### config.mk
export PLATFORM = sky130hd
export DESIGN_NAME = coeff_ramblk_reader
export DESIGN_NICKNAME = d
export VERILOG_FILES = /design/src/rtl/coeff_ramblk_pkg.sv /design/src/rtl/coeff_ramblk_reader_fifo.sv /design/src/rtl/coeff_ramblk_reader.sv
export SDC_FILE = /design/constraint.sdc
export NUM_CORES = 1
export LEC_CHECK = 0
export BUFFER_PORTS_ARGS = -buffer_cell sky130_fd_sc_hd__buf_2
export CAP_MARGIN = 20
export CORE_MARGIN = 5
export CORE_UTILIZATION = 58
export CTS_CLUSTER_DIAMETER = 100
export DETAILED_ROUTE_END_ITERATION = 8
export PLACE_DENSITY = 0.8
export SLEW_MARGIN = 40
export SYNTH_ARGS = -nofsm -noshare
export SYNTH_HDL_FRONTEND = slang
export SYNTH_SLANG_ARGS = --single-unit
### constraint.sdc
create_clock -name clk -period 3.6 [get_ports clk]
set_clock_uncertainty 0.05 [all_clocks]
set_input_delay 0.54 -clock clk [delete_from_list [all_inputs] [get_ports clk]]
set_output_delay 0.54 -clock clk [all_outputs]
set_load 0.1 [all_outputs]
### src/rtl/coeff_ramblk_pkg.sv
// Shared types and default sizing for the coefficient RAM block reader.
package coeff_ramblk_pkg;

    localparam int unsigned DEF_ADDR_W     = 10;
    localparam int unsigned DEF_DATA_W     = 32;
    localparam int unsigned DEF_RD_LATENCY = 2;
    localparam int unsigned DEF_FIFO_DEPTH = 4;

    typedef enum logic [1:0] {
        IDLE,
        RUN,
        DRAIN,
        DONE
    } state_t;

endpackage

### src/rtl/coeff_ramblk_reader_fifo.sv
// Output skid FIFO: synchronous, combinational head read, flush beats push/pop.
module coeff_skid_fifo
    import coeff_ramblk_pkg::*;
#(
    parameter int unsigned WIDTH = 8,
    parameter int unsigned DEPTH = DEF_FIFO_DEPTH
) (
    input  logic                         clk,
    input  logic                         rst_n,
    input  logic                         flush,
    input  logic                         push,
    input  logic [WIDTH-1:0]             push_data,
    input  logic                         pop,
    output logic [WIDTH-1:0]             pop_data,
    output logic                         empty,
    output logic [$clog2(DEPTH+1)-1:0]   count
);

    localparam int unsigned PTR_W = (DEPTH > 1) ? $clog2(DEPTH) : 1;
    localparam int unsigned CNT_W = $clog2(DEPTH + 1);

    logic [WIDTH-1:0] mem [DEPTH];
    logic [PTR_W-1:0] wr_ptr;
    logic [PTR_W-1:0] rd_ptr;
    logic             do_push;
    logic             do_pop;

    function automatic logic [PTR_W-1:0] ptr_inc(input logic [PTR_W-1:0] p);
        return (p == PTR_W'(DEPTH - 1)) ? '0 : p + 1'b1;
    endfunction

    assign do_pop  = pop && (count != '0);
    assign do_push = push && ((count != CNT_W'(DEPTH)) || do_pop);

    always_ff @(posedge clk) begin
        if (!rst_n || flush) begin
            wr_ptr <= '0;
            rd_ptr <= '0;
            count  <= '0;
        end else begin
            if (do_push) wr_ptr <= ptr_inc(wr_ptr);
            if (do_pop)  rd_ptr <= ptr_inc(rd_ptr);
            case ({do_push, do_pop})
                2'b10:   count <= count + 1'b1;
                2'b01:   count <= count - 1'b1;
                default: count <= count;
            endcase
        end
    end

    always_ff @(posedge clk) begin
        if (do_push) mem[wr_ptr] <= push_data;
    end

    assign pop_data = mem[rd_ptr];
    assign empty    = (count == '0);

endmodule

### src/rtl/coeff_ramblk_reader.sv
// Streams load_count coefficient words from RAM port A (addresses 0..N-1)
// through a credit-limited read pipeline and skid FIFO onto a ready/valid stream.
module coeff_ramblk_reader
    import coeff_ramblk_pkg::*;
#(
    parameter int unsigned ADDR_W     = DEF_ADDR_W,
    parameter int unsigned DATA_W     = DEF_DATA_W,
    parameter int unsigned RD_LATENCY = DEF_RD_LATENCY,
    parameter int unsigned FIFO_DEPTH = DEF_FIFO_DEPTH
) (
    input  logic              clk,
    input  logic              rst_n,
    input  logic              load_start,
    input  logic [ADDR_W:0]   load_count,
    input  logic              abort,
    output logic              bram_en_a,
    output logic              bram_we,
    output logic [ADDR_W-1:0] bram_addr,
    output logic [DATA_W-1:0] bram_wr_data,
    input  logic [DATA_W-1:0] bram_rd_data,
    output logic [DATA_W-1:0] coeff_data,
    output logic              coeff_valid,
    input  logic              coeff_ready,
    output logic              coeff_last,
    output logic [ADDR_W-1:0] coeff_idx,
    output logic              busy,
    output logic              done,
    output logic              err_busy_start
);

    localparam int unsigned CNT_W = $clog2(FIFO_DEPTH + 1);
    localparam int unsigned OCC_W = $clog2(FIFO_DEPTH + RD_LATENCY + 1) + 1;
    localparam int unsigned ENT_W = DATA_W + ADDR_W + 1;
    localparam logic [ADDR_W:0] MAX_COUNT = {1'b1, {ADDR_W{1'b0}}};

    state_t              state;
    state_t              state_nx;
    logic [ADDR_W:0]     count_q;
    logic [ADDR_W:0]     rd_ptr;
    logic [ADDR_W-1:0]   push_idx;
    logic [RD_LATENCY-1:0] vld_sr;
    logic [OCC_W-1:0]    inflight;
    logic [OCC_W-1:0]    occupancy;
    logic [CNT_W-1:0]    fifo_count;
    logic                start_req;
    logic                issue;
    logic                push;
    logic                pop;
    logic                flush;
    logic                fifo_empty;
    logic                err_q;
    logic [ENT_W-1:0]    push_ent;
    logic [ENT_W-1:0]    pop_ent;

    assign start_req = load_start && (state == IDLE)
                       && (load_count != '0) && (load_count <= MAX_COUNT);
    assign flush     = abort && ((state == RUN) || (state == DRAIN));

    always_comb begin
        inflight = '0;
        for (int unsigned i = 0; i < RD_LATENCY; i++) begin
            inflight = inflight + OCC_W'(vld_sr[i]);
        end
    end

    // Credit check: every issued read must already own a FIFO slot when it lands.
    assign occupancy = OCC_W'(fifo_count) + inflight - OCC_W'(pop);
    assign issue     = (state == RUN) && !abort && (rd_ptr < count_q)
                       && (occupancy < OCC_W'(FIFO_DEPTH));

    assign push     = vld_sr[RD_LATENCY-1];
    assign push_ent = {bram_rd_data, push_idx, ({1'b0, push_idx} == count_q - 1'b1)};
    assign pop      = coeff_valid && coeff_ready;

    always_ff @(posedge clk) begin
        if (!rst_n) begin
            state    <= IDLE;
            count_q  <= '0;
            rd_ptr   <= '0;
            push_idx <= '0;
            vld_sr   <= '0;
            err_q    <= 1'b0;
        end else begin
            state <= state_nx;
            if (load_start && (state != IDLE)) begin
                err_q <= 1'b1;
            end else if (start_req) begin
                err_q <= 1'b0;
            end
            if (start_req) begin
                count_q  <= load_count;
                rd_ptr   <= '0;
                push_idx <= '0;
            end else begin
                if (issue) rd_ptr   <= rd_ptr + 1'b1;
                if (push)  push_idx <= push_idx + 1'b1;
            end
            if (flush) begin
                vld_sr <= '0;
            end else begin
                vld_sr[0] <= issue;
                for (int unsigned i = 1; i < RD_LATENCY; i++) begin
                    vld_sr[i] <= vld_sr[i-1];
                end
            end
        end
    end

    always_comb begin
        state_nx = state;
        case (state)
            IDLE:    if (start_req) state_nx = RUN;
            RUN: begin
                if (abort) begin
                    state_nx = IDLE;
                end else if (issue && (rd_ptr + 1'b1 == count_q)) begin
                    state_nx = DRAIN;
                end
            end
            DRAIN: begin
                if (abort) begin
                    state_nx = IDLE;
                end else if (pop && coeff_last) begin
                    state_nx = DONE;
                end
            end
            DONE:    state_nx = IDLE;
            default: state_nx = IDLE;
        endcase
    end

    coeff_skid_fifo #(
        .WIDTH (ENT_W),
        .DEPTH (FIFO_DEPTH)
    ) u_fifo (
        .clk       (clk),
        .rst_n     (rst_n),
        .flush     (flush),
        .push      (push),
        .push_data (push_ent),
        .pop       (pop),
        .pop_data  (pop_ent),
        .empty     (fifo_empty),
        .count     (fifo_count)
    );

    assign coeff_valid    = !fifo_empty;
    assign coeff_data     = coeff_valid ? pop_ent[ENT_W-1 -: DATA_W] : '0;
    assign coeff_idx      = coeff_valid ? pop_ent[ADDR_W:1] : '0;
    assign coeff_last     = coeff_valid && pop_ent[0];

    assign bram_en_a      = issue;
    assign bram_addr      = issue ? rd_ptr[ADDR_W-1:0] : '0;
    assign bram_we        = 1'b0;
    assign bram_wr_data   = '0;
    assign busy           = (state != IDLE);
    assign done           = (state == DONE);
    assign err_busy_start = err_q;

endmodule

# Word level (Yosys, flattened, before mapping)

Memories as Yosys holds them, arrays and structs flattened. A register that Yosys moved wholly into a read port is not among the register bits.
Index checks and enable logic that the tools add are counted.

Shift operators: 0
Bitwise gates (word level): 1
$mul: 0
$add $sub $neg: 10
Equal/unequal tests: 13
Reduce and logical (&&, ||, !) cells: 30
Order comparisons: 3
Divide/modulo/power cells: 0
Multiplexer cells: 18

Operators by type and width:

| kind                                                                          | number |
|---|---|
| 32-bit 2-to-1 mux                                                             | 1 |
| 10-bit 2-to-1 mux                                                             | 2 |
| 2-bit 2-to-1 mux                                                              | 9 |
| 1-bit logical AND                                                             | 14 |
| 11-bit by 1-bit adder with 11-bit output (second input constant)              | 1 |
| 10-bit by 11-bit == test with 1-bit output                                    | 1 |
| 11-bit == test                                                                | 1 |
| 11-bit <= comparator (second input constant)                                  | 1 |
| 11-bit less-than comparator                                                   | 1 |
| 11-bit nonzero test                                                           | 1 |
| 11-bit by 1-bit subtractor with 11-bit output (second input constant)         | 1 |
| 10-bit by 1-bit adder with 10-bit output (second input constant)              | 1 |
| 2-bit == test (second input constant)                                         | 5 |
| 2-bit one-hot mux with 4 select lines                                         | 1 |
| 3-bit by 2-bit inequality test with 1-bit output (second input constant)      | 2 |
| 3-bit one-hot mux with 2 select lines                                         | 1 |
| 2-bit nonzero test                                                            | 3 |
| 2-bit by 1-bit adder with 2-bit output (second input constant)                | 2 |
| 3-bit by 2-bit adder with 4-bit output                                        | 1 |
| 2-bit by 1-bit == test with 1-bit output (second input constant)              | 2 |
| 4-bit by 3-bit less-than comparator with 1-bit output (second input constant) | 1 |
| 1-bit 2-to-1 mux                                                              | 4 |
| 2-bit OR reduction                                                            | 2 |
| 4-bit by 1-bit subtractor with 4-bit output                                   | 1 |
| 12 further kinds                                                              | 16 |

Memories kept: 1
Memory bits (writable): 172
Output and inout bits: 91
Memory bits (read-only): 0
Input port bits: 48
Logic and storage cells: 85
Register bits: 44
Latch bits: 0

Memory list:

| name       | depth | bits a word | read ports | clocked after Yosys merged registers in | write ports | line                           | RTL |
|---|---|---|---|---|---|---|---|
| u_fifo.mem | 4     | 43          | 1          | 1                                       | 1           | coeff_ramblk_reader_fifo.sv:22 | `logic [WIDTH-1:0] mem [DEPTH];` |

# Depth between registers and ports, before layout

Gate-level depths: netlist (run 1).

Depth after elaboration: 10
Depth in mapped cells: 15
Depth with buffers taken out: 13

# By module

Synthesis (run 1) repeated with hierarchy kept, for this count alone.

Cells, all modules: 700
Area, all modules: 9989.6 sq um

Modules (own cells, without submodules):

| module              | instances | area each (sq um) | cells each |
|---|---|---|---|
| coeff_skid_fifo     | 1         | 6710.2            | 284 |
| coeff_ramblk_reader | 1         | 3279.4            | 416 |

# Least setup slack after synthesis (run 1)

Ideal clock, no wire load.

Path kind: flip-flop to output port
Start point: reg u_fifo.count[0]
End point: out bram_addr[1]
Setup slack: -1167 ps
Arrival time: 4177 ps
Stages on the path, launching flop included: 15
Data required time: 3010 ps
Buffers on the path: 2
Cells stage by stage: dfxtp_1 > or3_1 > clkbuf_1 > nand2_1 > inv_1 > ha_1 > inv_1 > ha_1 > a21oi_1 > and3_1 > or3_1 > nand4_1 > inv_1 > clkbuf_1 > and2_1

Longest elaborated chain between the ends: 7
Elaborated cells on any way between the ends: 8

RTL lines:

| what                                                                           | line                           | RTL |
|---|---|---|
| from (decl)                                                                    | coeff_ramblk_reader_fifo.sv:16 | `output logic [$clog2(DEPTH+1)-1:0] count` |
| from (signal assigned)                                                         | coeff_ramblk_reader_fifo.sv:44 | `2'b10: count <= count + 1'b1;` |
| from (signal assigned)                                                         | coeff_ramblk_reader_fifo.sv:45 | `2'b01: count <= count - 1'b1;` |
| from (signal assigned)                                                         | coeff_ramblk_reader_fifo.sv:46 | `default: count <= count;` |
| branches (longest 3 deep; another with 3-bit by 2-bit adder with 4-bit output) | n/a                            |  |
| 4-bit by 1-bit subtractor with 4-bit output (*)                                | coeff_ramblk_reader.sv:67      | `assign occupancy = OCC_W'(fifo_count) + inflight - OCC_W'(pop);` |
| 4-bit by 3-bit less-than comparator with 1-bit output (*)                      | coeff_ramblk_reader.sv:69      | `&& (occupancy < OCC_W'(FIFO_DEPTH));` |
| 1-bit logical AND (*)                                                          | coeff_ramblk_reader.sv:69      |  |
| net bram_en_a                                                                  | coeff_ramblk_reader.sv:16      | `output logic bram_en_a,` |
| 10-bit 2-to-1 mux (*)                                                          | coeff_ramblk_reader.sv:153     | `assign bram_addr = issue ? rd_ptr[ADDR_W-1:0] : '0;` |
| to (decl)                                                                      | coeff_ramblk_reader.sv:18      | `output logic [ADDR_W-1:0] bram_addr,` |

Mark *: on every way through the listed nets, which the timed path passes.

# Final worst setup path (run 1)

Start point: reg u_fifo.count[1]
End point: out bram_addr[8]

Longest elaborated chain between the ends: 7
Elaborated cells on any way between the ends: 8

RTL lines:

| what                                                                           | line |
|---|---|
| branches (longest 3 deep; another with 3-bit by 2-bit adder with 4-bit output) | n/a |
| 4-bit by 1-bit subtractor with 4-bit output (*)                                | coeff_ramblk_reader.sv:67 |
| 4-bit by 3-bit less-than comparator with 1-bit output (*)                      | coeff_ramblk_reader.sv:69 |
| 1-bit logical AND (*)                                                          | coeff_ramblk_reader.sv:69 |
| 10-bit 2-to-1 mux (*)                                                          | coeff_ramblk_reader.sv:153 |

Every way passes the cells marked *.

==> metrics, run 1 <==
setup slack, reg-to-reg=-0.02 ns; Worst Setup Slack, final=-0.211 ns; status=finished, violations left; Ys Warns=0; Die Span Y=about 140 um; Cell Pwr Density=568 mW/mm2; placed cells=between 1000 and 1500; later-pin clock latency in the skew report=0.50 ns; Area Growth Syn to Fin=19.8%; TritonCTS clock tree=built; Max-cap violations=0; Final Critical Period=3.81 ns; Max-slew headroom=45.9%; Startpoint Class=flip-flop; final setup fails=13; routed wire length=roughly 22000 um; number of global-route vias before repair=6482; Hold EP=u_fifo.mem[3][23]; worst-case reg-to-reg path depth=25; # IOs=139; Nets=927; # diodes=0; Critical Path RT=roughly 3.0 ns; Final GP Congestion=0.917; Synth top area share=just over 50%; fin crit share=106%; first-pass GRT wire length=34300 um; TritonRoute pass-1 iters=5; Worst-path clk slew=0.06 ns; most used cell, CP=ha_4; routed len/inst=19.8 um; RSZ-0062 raised after global routing=true; worst path bufs/invs=5; initial DRC count=403; global-route usage over all layers=21.8%; reg2reg start=u_fifo.count[1]; Root Buffer=clkbuf_16; number of synthesized flops with an enable pin=172; Synth cell types=56; Final Hold Fails=0; commonest cells after routing, fill and taps aside=edfxtp_1 (172), buf_2 (94), and2_1 (44); Hold Crit Start=bram_rd_data[12]; Overall Power=6780 uW; Die W=141 um; Int Power=4530 uW; layout cell share with drive strength beyond 1=30.4%; Seq cells post-synth=about 220; clock sinks=around 220; Worst Hold Class=input port to flip-flop; post-DR vias/cell=5.71; maximum VDD drop=0.000391 V; Final HPWL DP=13700 um; Layout fillers=1118; Syn Area/Cell=14.0 um2; max-slew violations=0; sw frac=33.2%; Max stage delay cell, worst path=dfxtp_4; vias=6234; Synth area leaders=edfxtp_1 (52%), mux4_2 (9.7%), dfxtp_1 (9.2%); violated checks=setup timing; Gate Count Post-Synth=between 700 and 800; Post-synth ARST share=0%; critical path fanouts, max=6; worst hold stages=1; clock power share=around a third; pin count of the biggest net entering global routing=46; Max Clk Rate=262 MHz; DRC=0; sequential fraction of the synthesis area=61.1%; leakage=0.00438 uW; Port Buffer Count=105; Initial Util=58.4%; initial antenna violation count=0; maximum clock path buffer count=3; core area=0.0171 mm2; Top FF cell, synth=edfxtp_1; Mapped Area=around 0.01 mm2; max incr delay on CP=about 0.36 ns; H-tree depth=1; Flop pwr share=41.3%; WS Path Type=flip-flop to primary output; post-route ant nets=0; clock buffer count from CTS=23; largest area contributor in the netlist=edfxtp_1; Worst-Margin Slew=0.803 ns; Comb power frac=25.7%; reg-to-reg endpoint=u_fifo.count[2]; Top delay family on crit path=simple AND/OR/NAND/NOR gates; grt ovf=0; site row count=48; sw power=2250 uW; crit-path cells=or3_4 -> nand2_4 -> inv_4 -> ha_4 -> inv_2 -> ha_4 -> nand3_4 -> and3_4 -> or3_1 -> nand4_1 -> buf_6 -> clkinvlp_4 -> and2_4 -> buf_12; Critical Path AT=between 3 and 4 ns; post-layout util=69.9%; CP Capture Type=primary output; die area=0.0199 mm2; final cell count without fillers=1091; commonest non-fill, non-tap cell in the layout=edfxtp_1
-- worst reg2reg max path: cells and delay by family, from the launching register on --
kind / cells / cell delay (ns)
xor gates and xnor gates: 1 / 0.17
buffers and inverters: 19 / 2.34
DFF: 1 / 0.38
muxes: 1 / 0.22
and+or+nand+nor: 4 / 0.34
-- timing repair --
item / in CTS / in global routing
pin swaps: 7 / 3
resized for setup: 20 / 9
hold buffers: 0 / 0
gates cloned: 1 / 1
buffers inserted: 26 / 7
endpoints found under the setup margin: 11 / 18
-- power groups by stage --
stage	clock network, uW	registers [uW]	logic (uW)
floorplan	0	2830	1350
global placement	0	2850	1540
detailed placement	0	2850	1570
CTS	2270	2800	1680
global route	2390	2800	1820
finish	2240	2800	1740
-- Yosys cell counts (6+ instances only) --
master	n
a21o_1	6
nand3_1	11
buf_2	10
xnor2_1	25
edfxtp_1	172
ha_1	27
o21ai_0	8
buf_4	34
clkbuf_1	19
nor2_1	39
dfxtp_1	46
nand2_1	26
or3_1	12
and2_1	55
mux4_2	43
nand4_1	13
inv_1	34
xor2_1	17
mux2i_1	14
nor3_1	12
a21oi_1	27
-- how the worst max path moves through the flow --
| stage | startpoint | slack [ns] | end | cells past startpoint |
|---|---|---|---|---|
| floorplan | u_fifo.count[0] | 0.001 | bram_addr[0] | 14 |
| global route | u_fifo.count[1] | -0.32 | bram_addr[8] | 14 |
| global placement | u_fifo.count[2] | 0.15 | bram_addr[1] | 13 |
| CTS | u_fifo.count[0] | -0.19 | bram_addr[8] | 14 |
| finish | u_fifo.count[1] | -0.21 | bram_addr[8] | 14 |
| detailed placement | u_fifo.count[2] | 0.02 | bram_addr[1] | 13 |
-- kinds of logic after synthesis --
| kind of cell | count (synthesis) | share of synthesized area (%) |
|---|---|---|
| flip-flops | 218 | 61.1 |
| AND/OR/NAND/NOR | 198 | 10.8 |
| buffers and inverters | 98 | 5.18 |
| AO/OA/AOI/OAI | 67 | 4.44 |
| multiplexers | 57 | 11.1 |
| XOR/XNOR | 42 | 3.69 |
| adder cells (fa/ha/maj) | 28 | 3.59 |
| other | 1 | 0.0377 |
-- flip-flops by register name (all words and copies together) (netlist names), named ones only --
register and cells:
u_fifo.wr_ptr 2, count_q 11, state 2, push_idx 10, rd_ptr 11, u_fifo.rd_ptr 2
u_fifo.mem 172, vld_sr 2, u_fifo.count 3, err_busy_start 1
-- layout make-up --
type	count	area, um2	area share [%]
inverters	34	134	1.12
multi-input cells	425	3630	30.4
repair buffers	148	1070	8.99
repair inverters	1	7.51	0.0629
clock buffers	31	606	5.08
flip-flops and latches	218	6100	51.1
well taps	225	282	2.36
clock inverters	9	101	0.849
-- metrics by stage --
stage	instance area, um2	worst slack (ns)	hold slack, ns	setup TNS, ns
5_1_grt	11900	-0.316	0.200	-3.44
3_5_place_dp	10800	0.0203	0.443	0
4_1_cts	11800	-0.188	0.194	-1.89
2_1_floorplan	10100	0.00143	0.403	0
3_3_place_gp	10800	0.155	0.418	0
6_report	11900	-0.211	0.208	-2.11
-- routing by layer --
layer  track usage (%)  part of all wire (%)  up-vias
li1                  -                     -     2854
met1              26.9                    38     3078
met2              39.0                    53      258
met3              3.83                   7.0       44
met4              7.04                   2.5        0
met5                 0                     0        -
Power figures use the tool's default switching activity.
==> run 2, diff against run 1 <==
- CTS_BUF_LIST: not set -> sky130_fd_sc_hd__clkbuf_8 sky130_fd_sc_hd__clkbuf_16
==> metrics, run 2 (same netlist as run 1, synthesis figures left out) <==
status=finished, violations left (unchanged); violated checks=setup timing (unchanged); fin crit share=106% (about the same); largest register by flop count=u_fifo.mem (unchanged); sw power=2250 uW (about the same); core area=0.0171 mm2 (unchanged); commonest cells after routing, fill and taps aside=edfxtp_1 (172), buf_2 (94), and2_1 (44) (unchanged); clock power share=32.9% (was 33.1%); Nets=927 (unchanged); setup slack, reg-to-reg=-0.03 ns (was -0.02 ns); layout cell share with drive strength beyond 1=30.4% (unchanged); # diodes=0 (unchanged); Final Critical Period=3.82 ns (was 3.81 ns); global-route usage over all layers=21.8% (unchanged); Critical Path AT=3.23 ns (was 3.22 ns); Die W=141 um (unchanged); worst-case reg-to-reg path depth=25 (unchanged); Max-cap violations=0 (unchanged); maximum VDD drop=0.000388 V (was 0.000391 V); die area=0.0199 mm2 (unchanged); commonest non-fill, non-tap cell in the layout=edfxtp_1 (unchanged); Max Clk Rate=262 MHz (about the same); site row count=48 (unchanged); first-pass GRT wire length=34300 um (unchanged); DRC=0 (unchanged); Comb power frac=25.7% (about the same); Worst-path clk slew=0.06 ns (about the same); Max-slew headroom=45.9% (about the same); WS Path Type=flip-flop to primary output (unchanged); initial antenna violation count=0 (unchanged); post-DR vias/cell=5.72 (was 5.71); final setup fails=13 (unchanged); Critical Path RT=3.01 ns (about the same); top flop regs=u_fifo.mem (172), count_q (11), rd_ptr (11) (unchanged); number of global-route vias before repair=6482 (unchanged); Root Buffer=clkbuf_16 (unchanged); worst setup path endpoint=bram_addr[8] (unchanged); Largest register FFs=172 (unchanged); TritonCTS clock tree=built (unchanged); Flop pwr share=41.4% (was 41.3%); TNS Setup=-2.20 ns (was -2.11 ns); Port Buffer Count=105 (unchanged); clock sinks=218 (unchanged); routed wire length=21600 um (about the same); clock buffer count from CTS=23 (unchanged); RSZ-0062 raised after global routing=true (unchanged); Final GP Congestion=0.917 (unchanged); initial DRC count=400 (was 403); reg2reg start=u_fifo.count[1] (unchanged); H-tree depth=1 (unchanged); grt ovf=0 (unchanged); later-pin clock latency in the skew report=0.50 ns (about the same); CP Capture Type=primary output (unchanged); Initial Util=58.4% (unchanged); leakage=0.00441 uW (was 0.00438 uW); Worst Setup Slack, final=-0.222 ns (was -0.211 ns); # IOs=139 (unchanged); TritonRoute pass-1 iters=4 (was 5); Startpoint Class=flip-flop (unchanged); Final HPWL DP=13700 um (unchanged); reg-to-reg endpoint=u_fifo.count[2] (unchanged); Area Growth Syn to Fin=19.8% (unchanged); cts hold-fix bufs=0 (unchanged); maximum clock path buffer count=3 (unchanged); CP Launch Point=u_fifo.count[1] (unchanged); sw frac=33.3% (was 33.2%); routed len/inst=19.8 um (about the same); pin count of the biggest net entering global routing=46 (unchanged); Int Power=4500 uW (was 4530 uW); Worst Hold Class=input port to flip-flop (unchanged); Overall Power=6760 uW (was 6780 uW); critical path fanouts, max=6 (unchanged); Final Hold Fails=0 (unchanged); max-slew violations=0 (unchanged); post-route ant nets=0 (unchanged); Cell Pwr Density=567 mW/mm2 (was 568 mW/mm2); Die Span Y=141 um (unchanged); Worst-Margin Slew=0.803 ns (about the same); vias=6245 (was 6234)
-- run 2: layout make-up --
type                       instances  area (um2)
clock inverter                    17         131
inverter                          34         134
tap                              225         282
sequential                       218        6100
clock buffer                      23         576
timing repair buffer             148        1070
multi-input combinational        425        3630
fill                            1118        5130
timing repair inverter             1        7.51
-- run 2: worst min-delay path by stage --
stage,startpoint,end,cells past startpoint
floorplan,vld_sr[0],vld_sr[1],1
global placement,u_fifo.rd_ptr[1],flip-flop,2
detailed placement,u_fifo.rd_ptr[1],flip-flop,2
CTS,bram_rd_data[12],u_fifo.mem[3][23],1
global route,bram_rd_data[20],u_fifo.mem[0][31],1
finish,bram_rd_data[12],u_fifo.mem[3][23],1
-- run 2: stage by stage --
step	instance area [um2]	setup WS [ns]	utilization, %	instances	hold slack (ns)
5_1_grt	11900	-0.316	69.9	1091	0.199
2_1_floorplan	10100	0.00143	-	741	0.403
3_3_place_gp	10800	0.155	63.4	1019	0.418
3_5_place_dp	10800	0.0203	63.4	1019	0.443
4_1_cts	11800	-0.188	69.2	1086	0.194
6_report	11900	-0.222	69.9	1091	0.208
-- run 2: worst max-delay path, stage by stage, from the launching register on --
cell and delay [ns]:
dfxtp_4 0.37, or3_4 0.35, nand2_4 0.08, inv_4 0.04, ha_4 0.24, inv_2 0.04
ha_4 0.26, nand3_4 0.07, and3_4 0.16, or3_1 0.36, nand4_1 0.12, buf_6 0.14
clkinvlp_4 0.14, and2_4 0.19, buf_12 0.16
-- run 2: layer usage --
layer	track usage [%]	part of all wire, %	vias to the layer above
li1	-	-	2857
met1	26.9	38	3088
met2	39.0	53	256
met3	3.83	6.8	44
met4	7.04	2.5	0
met5	0	0	-
-- run 2: repair_timing --
item / CTS / global route
pin swaps: 7 / 3
endpoints found under the hold margin: 0 / 0
buffers inserted: 26 / 7
endpoints found under the setup margin: 11 / 18
gates resized for setup: 20 / 9
cloned: 1 / 1
-- run 2: power groups by stage --
stage,Sequential [uW],Combinational (uW),Clock (uW)
finish,2800,1740,2220
CTS,2800,1680,2250
floorplan,2830,1350,0
global route,2800,1820,2370
detailed placement,2850,1570,0
global placement,2850,1540,0
==> run 3, diff against run 2 <==
- ABC_AREA: not set -> 1
==> metrics, run 3 <==
post-layout util=71.7% (was 69.9%); Nets=1184 (was 927); Critical Path RT=3.01 ns (about the same); Top FF cell, synth=edfxtp_1 (unchanged); Max stage delay cell, worst path=dfxtp_1 (was dfxtp_4); Largest register FFs=172 (unchanged); number of synthesized flops with an enable pin=172 (unchanged); reg-to-reg endpoint=state[0] (was u_fifo.count[2]); largest area contributor in the netlist=edfxtp_1 (unchanged); Port Buffer Count=105 (unchanged); # IOs=139 (unchanged); TritonCTS clock tree=built (unchanged); Final HPWL DP=13400 um (was 13700 um); worst hold stages=1 (unchanged); clock power share=25.4% (was 32.9%); DRC=0 (unchanged); sw frac=40.6% (was 33.3%); Int Power=5080 uW (was 4500 uW); largest register by flop count=u_fifo.mem (unchanged); Area Growth Syn to Fin=22.7% (was 19.8%); vias=7245 (was 6245); crit-path cells=nor2_4 -> nand2_4 -> inv_2 -> nor2_4 -> ha_1 -> inv_1 -> ha_1 -> nand2_1 -> nand2_1 -> a21oi_2 -> inv_1 -> nand2_1 -> nand2_1 -> nor2_4 -> inv_8 -> nor2_4 -> buf_12 (was or3_4 -> nand2_4 -> inv_4 -> ha_4 -> inv_2 -> ha_4 -> nand3_4 -> and3_4 -> or3_1 -> nand4_1 -> buf_6 -> clkinvlp_4 -> and2_4 -> buf_12); TritonRoute pass-1 iters=4 (unchanged); post-route ant nets=0 (unchanged); Critical Path AT=2.81 ns (was 3.23 ns); Post-synth ARST share=0% (unchanged); status=finished clean (was finished, violations left); Mapped Area=0.00997 mm2 (was 0.00996 mm2); Die W=141 um (about the same); number of global-route vias before repair=7045 (was 6482); Synth cell types=34 (was 56); Max-cap violations=0 (unchanged); commonest cells after routing, fill and taps aside=nor2_1 (231), edfxtp_1 (172), o21ai_0 (105) (was edfxtp_1 (172), buf_2 (94), and2_1 (44)); worst path bufs/invs=5 (unchanged); Top delay family on crit path=simple AND/OR/NAND/NOR gates (unchanged); Layout fillers=1085 (was 1118); routed wire length=21800 um (was 21600 um); cts hold-fix bufs=0 (unchanged); core area=0.0171 mm2 (unchanged); maximum clock path buffer count=3 (unchanged); # diodes=0 (unchanged); Max-slew headroom=46.8% (was 45.9%); die area=0.0199 mm2 (about the same); later-pin clock latency in the skew report=0.50 ns (about the same); sequential fraction of the synthesis area=61.0% (was 61.1%); Final Hold Fails=0 (unchanged); maximum VDD drop=0.000542 V (was 0.000388 V); setup slack, reg-to-reg=0.88 ns (was -0.03 ns); max-slew violations=0 (unchanged); Final Critical Period=3.40 ns (was 3.82 ns); Syn Area/Cell=9.88 um2 (was 14.0 um2); critical path fanouts, max=23 (was 6); layout cell share with drive strength beyond 1=17.1% (was 30.4%); reg2reg start=u_fifo.count[0] (was u_fifo.count[1]); Hold EP=u_fifo.mem[2][12] (was u_fifo.mem[3][23]); initial antenna violation count=0 (unchanged); WS Path Type=flip-flop to primary output (unchanged); Worst-path clk slew=0.06 ns (about the same); CP Capture Type=primary output (unchanged); clock sinks=218 (unchanged); Synth area leaders=edfxtp_1 (52%), nor2_1 (9.3%), dfxtp_1 (9.2%) (was edfxtp_1 (52%), mux4_2 (9.7%), dfxtp_1 (9.2%)); Final GP Congestion=0.893 (was 0.917); routed len/inst=16.2 um (was 19.8 um); max incr delay on CP=0.35 ns (was 0.37 ns); pin count of the biggest net entering global routing=87 (was 46); Max Clk Rate=294 MHz (was 262 MHz); Synth top area share=51.8% (was 51.9%); grt ovf=0 (unchanged); post-DR vias/cell=5.38 (was 5.72); Ys Warns=0 (unchanged); fin crit share=94.4% (was 106%); Worst Setup Slack, final=0.201 ns (was -0.222 ns); Setup Fix Bufs, Post-CTS=0 (was 26); top flop regs=u_fifo.mem (172), count_q (11), rd_ptr (11) (unchanged); sw power=3470 uW (was 2250 uW); worst-case reg-to-reg path depth=22 (was 25); Seq cells post-synth=218 (unchanged); Die Span Y=141 um (about the same); first-pass GRT wire length=33900 um (was 34300 um); leakage=0.00465 uW (was 0.00441 uW); Comb power frac=40.2% (was 25.7%); H-tree depth=1 (unchanged); Cell Pwr Density=699 mW/mm2 (was 567 mW/mm2); site row count=48 (unchanged); Root Buffer=clkbuf_16 (unchanged); Hold Crit Start=bram_rd_data[1] (was bram_rd_data[12]); global-route usage over all layers=21.1% (was 21.8%); clock buffer count from CTS=22 (was 23); Worst-Margin Slew=0.796 ns (was 0.803 ns); count leader, synth=nor2_1 (was edfxtp_1); Gate Count Post-Synth=1009 (was 709); commonest non-fill, non-tap cell in the layout=nor2_1 (was edfxtp_1); initial DRC count=465 (was 400); top cells by count, synth=nor2_1 (246), edfxtp_1 (172), o21ai_0 (105) (was edfxtp_1 (172), and2_1 (55), dfxtp_1 (46)); Worst Hold Class=input port to flip-flop (unchanged); final setup fails=0 (was 13); Initial Util=58.5% (was 58.4%); Flop pwr share=34.4% (was 41.4%); Placement Setup Slack=0.350 ns (was 0.0203 ns); Startpoint Class=flip-flop (unchanged)
-- run 3: power by group through the flow --
stage / Sequential (uW) / Clock [uW] / Combinational (uW)
final: 2940 / 2170 / 3440
after global routing: 2960 / 2330 / 3670
after CTS: 2940 / 2210 / 3420
after detailed placement: 2990 / 0 / 3400
after global placement: 2980 / 0 / 3350
after floorplan: 2980 / 0 / 2420
-- run 3: stage by stage --
stage | TNS [ns] | cell area [um2] | total power, uW | cells | hold WS [ns]
after global placement | 0 | 11500 | 6330 | 1309 | 0.379
after global routing | -0.263 | 12200 | 8960 | 1347 | 0.179
after CTS | 0 | 12200 | 8570 | 1347 | 0.176
final | 0 | 12200 | 8550 | 1347 | 0.199
after floorplan | 0 | 10200 | 5400 | 1041 | 0.358
after detailed placement | 0 | 11500 | 6390 | 1309 | 0.377
-- run 3: layer usage --
layer	up-vias	track usage, %	share of wire, %
li1	3545	-	-
met1	3373	26.4	39
met2	286	37.6	51
met3	41	3.15	7.3
met4	0	7.04	2.1
met5	-	0	0
-- run 3: what timing repair did --
action	in CTS	in global routing
gates cloned	0	0
pin swaps	0	1
resized for setup	2	7
setup endpoints to repair	10	11
-- run 3: worst max-delay path by stage --
stage / from / end / slack (ns) / cells past startpoint
after floorplan: u_fifo.count[0] / bram_addr[1] / 0.004 / 17
after global placement: coeff_ready / bram_addr[0] / 0.38 / 16
after detailed placement: coeff_ready / bram_addr[0] / 0.35 / 16
after CTS: u_fifo.count[0] / bram_addr[0] / 0.03 / 17
after global routing: u_fifo.count[0] / bram_addr[0] / -0.04 / 17
final: u_fifo.count[0] / bram_addr[1] / 0.20 / 17
-- run 3: kinds of logic (layout without fill, tap and decap cells) --
| family | Yosys count | in the layout | share of synthesized area, % |
|---|---|---|---|
| compound gates | 197 | 197 | 10.6 |
| simple gates | 394 | 394 | 15.9 |
| xor+xnor | 22 | 22 | 1.93 |
| buf+inv | 149 | 230 | 6.93 |
| fa+ha+maj | 28 | 28 | 3.59 |
| other cells | 1 | 33 | 0.0376 |
| flops | 218 | 218 | 61.0 |
-- run 3: cell type report --
| class | instances | area (um2) | area share (%) |
|---|---|---|---|
| Sequential cell | 218 | 6090 | 49.8 |
| Multi-Input combinational cell | 674 | 3440 | 28.1 |
| Timing Repair Buffer | 116 | 1430 | 11.7 |
| Clock buffer | 22 | 551 | 4.50 |
| Inverter | 76 | 295 | 2.41 |
| Tap cell | 225 | 282 | 2.30 |
| Clock inverter | 16 | 146 | 1.20 |
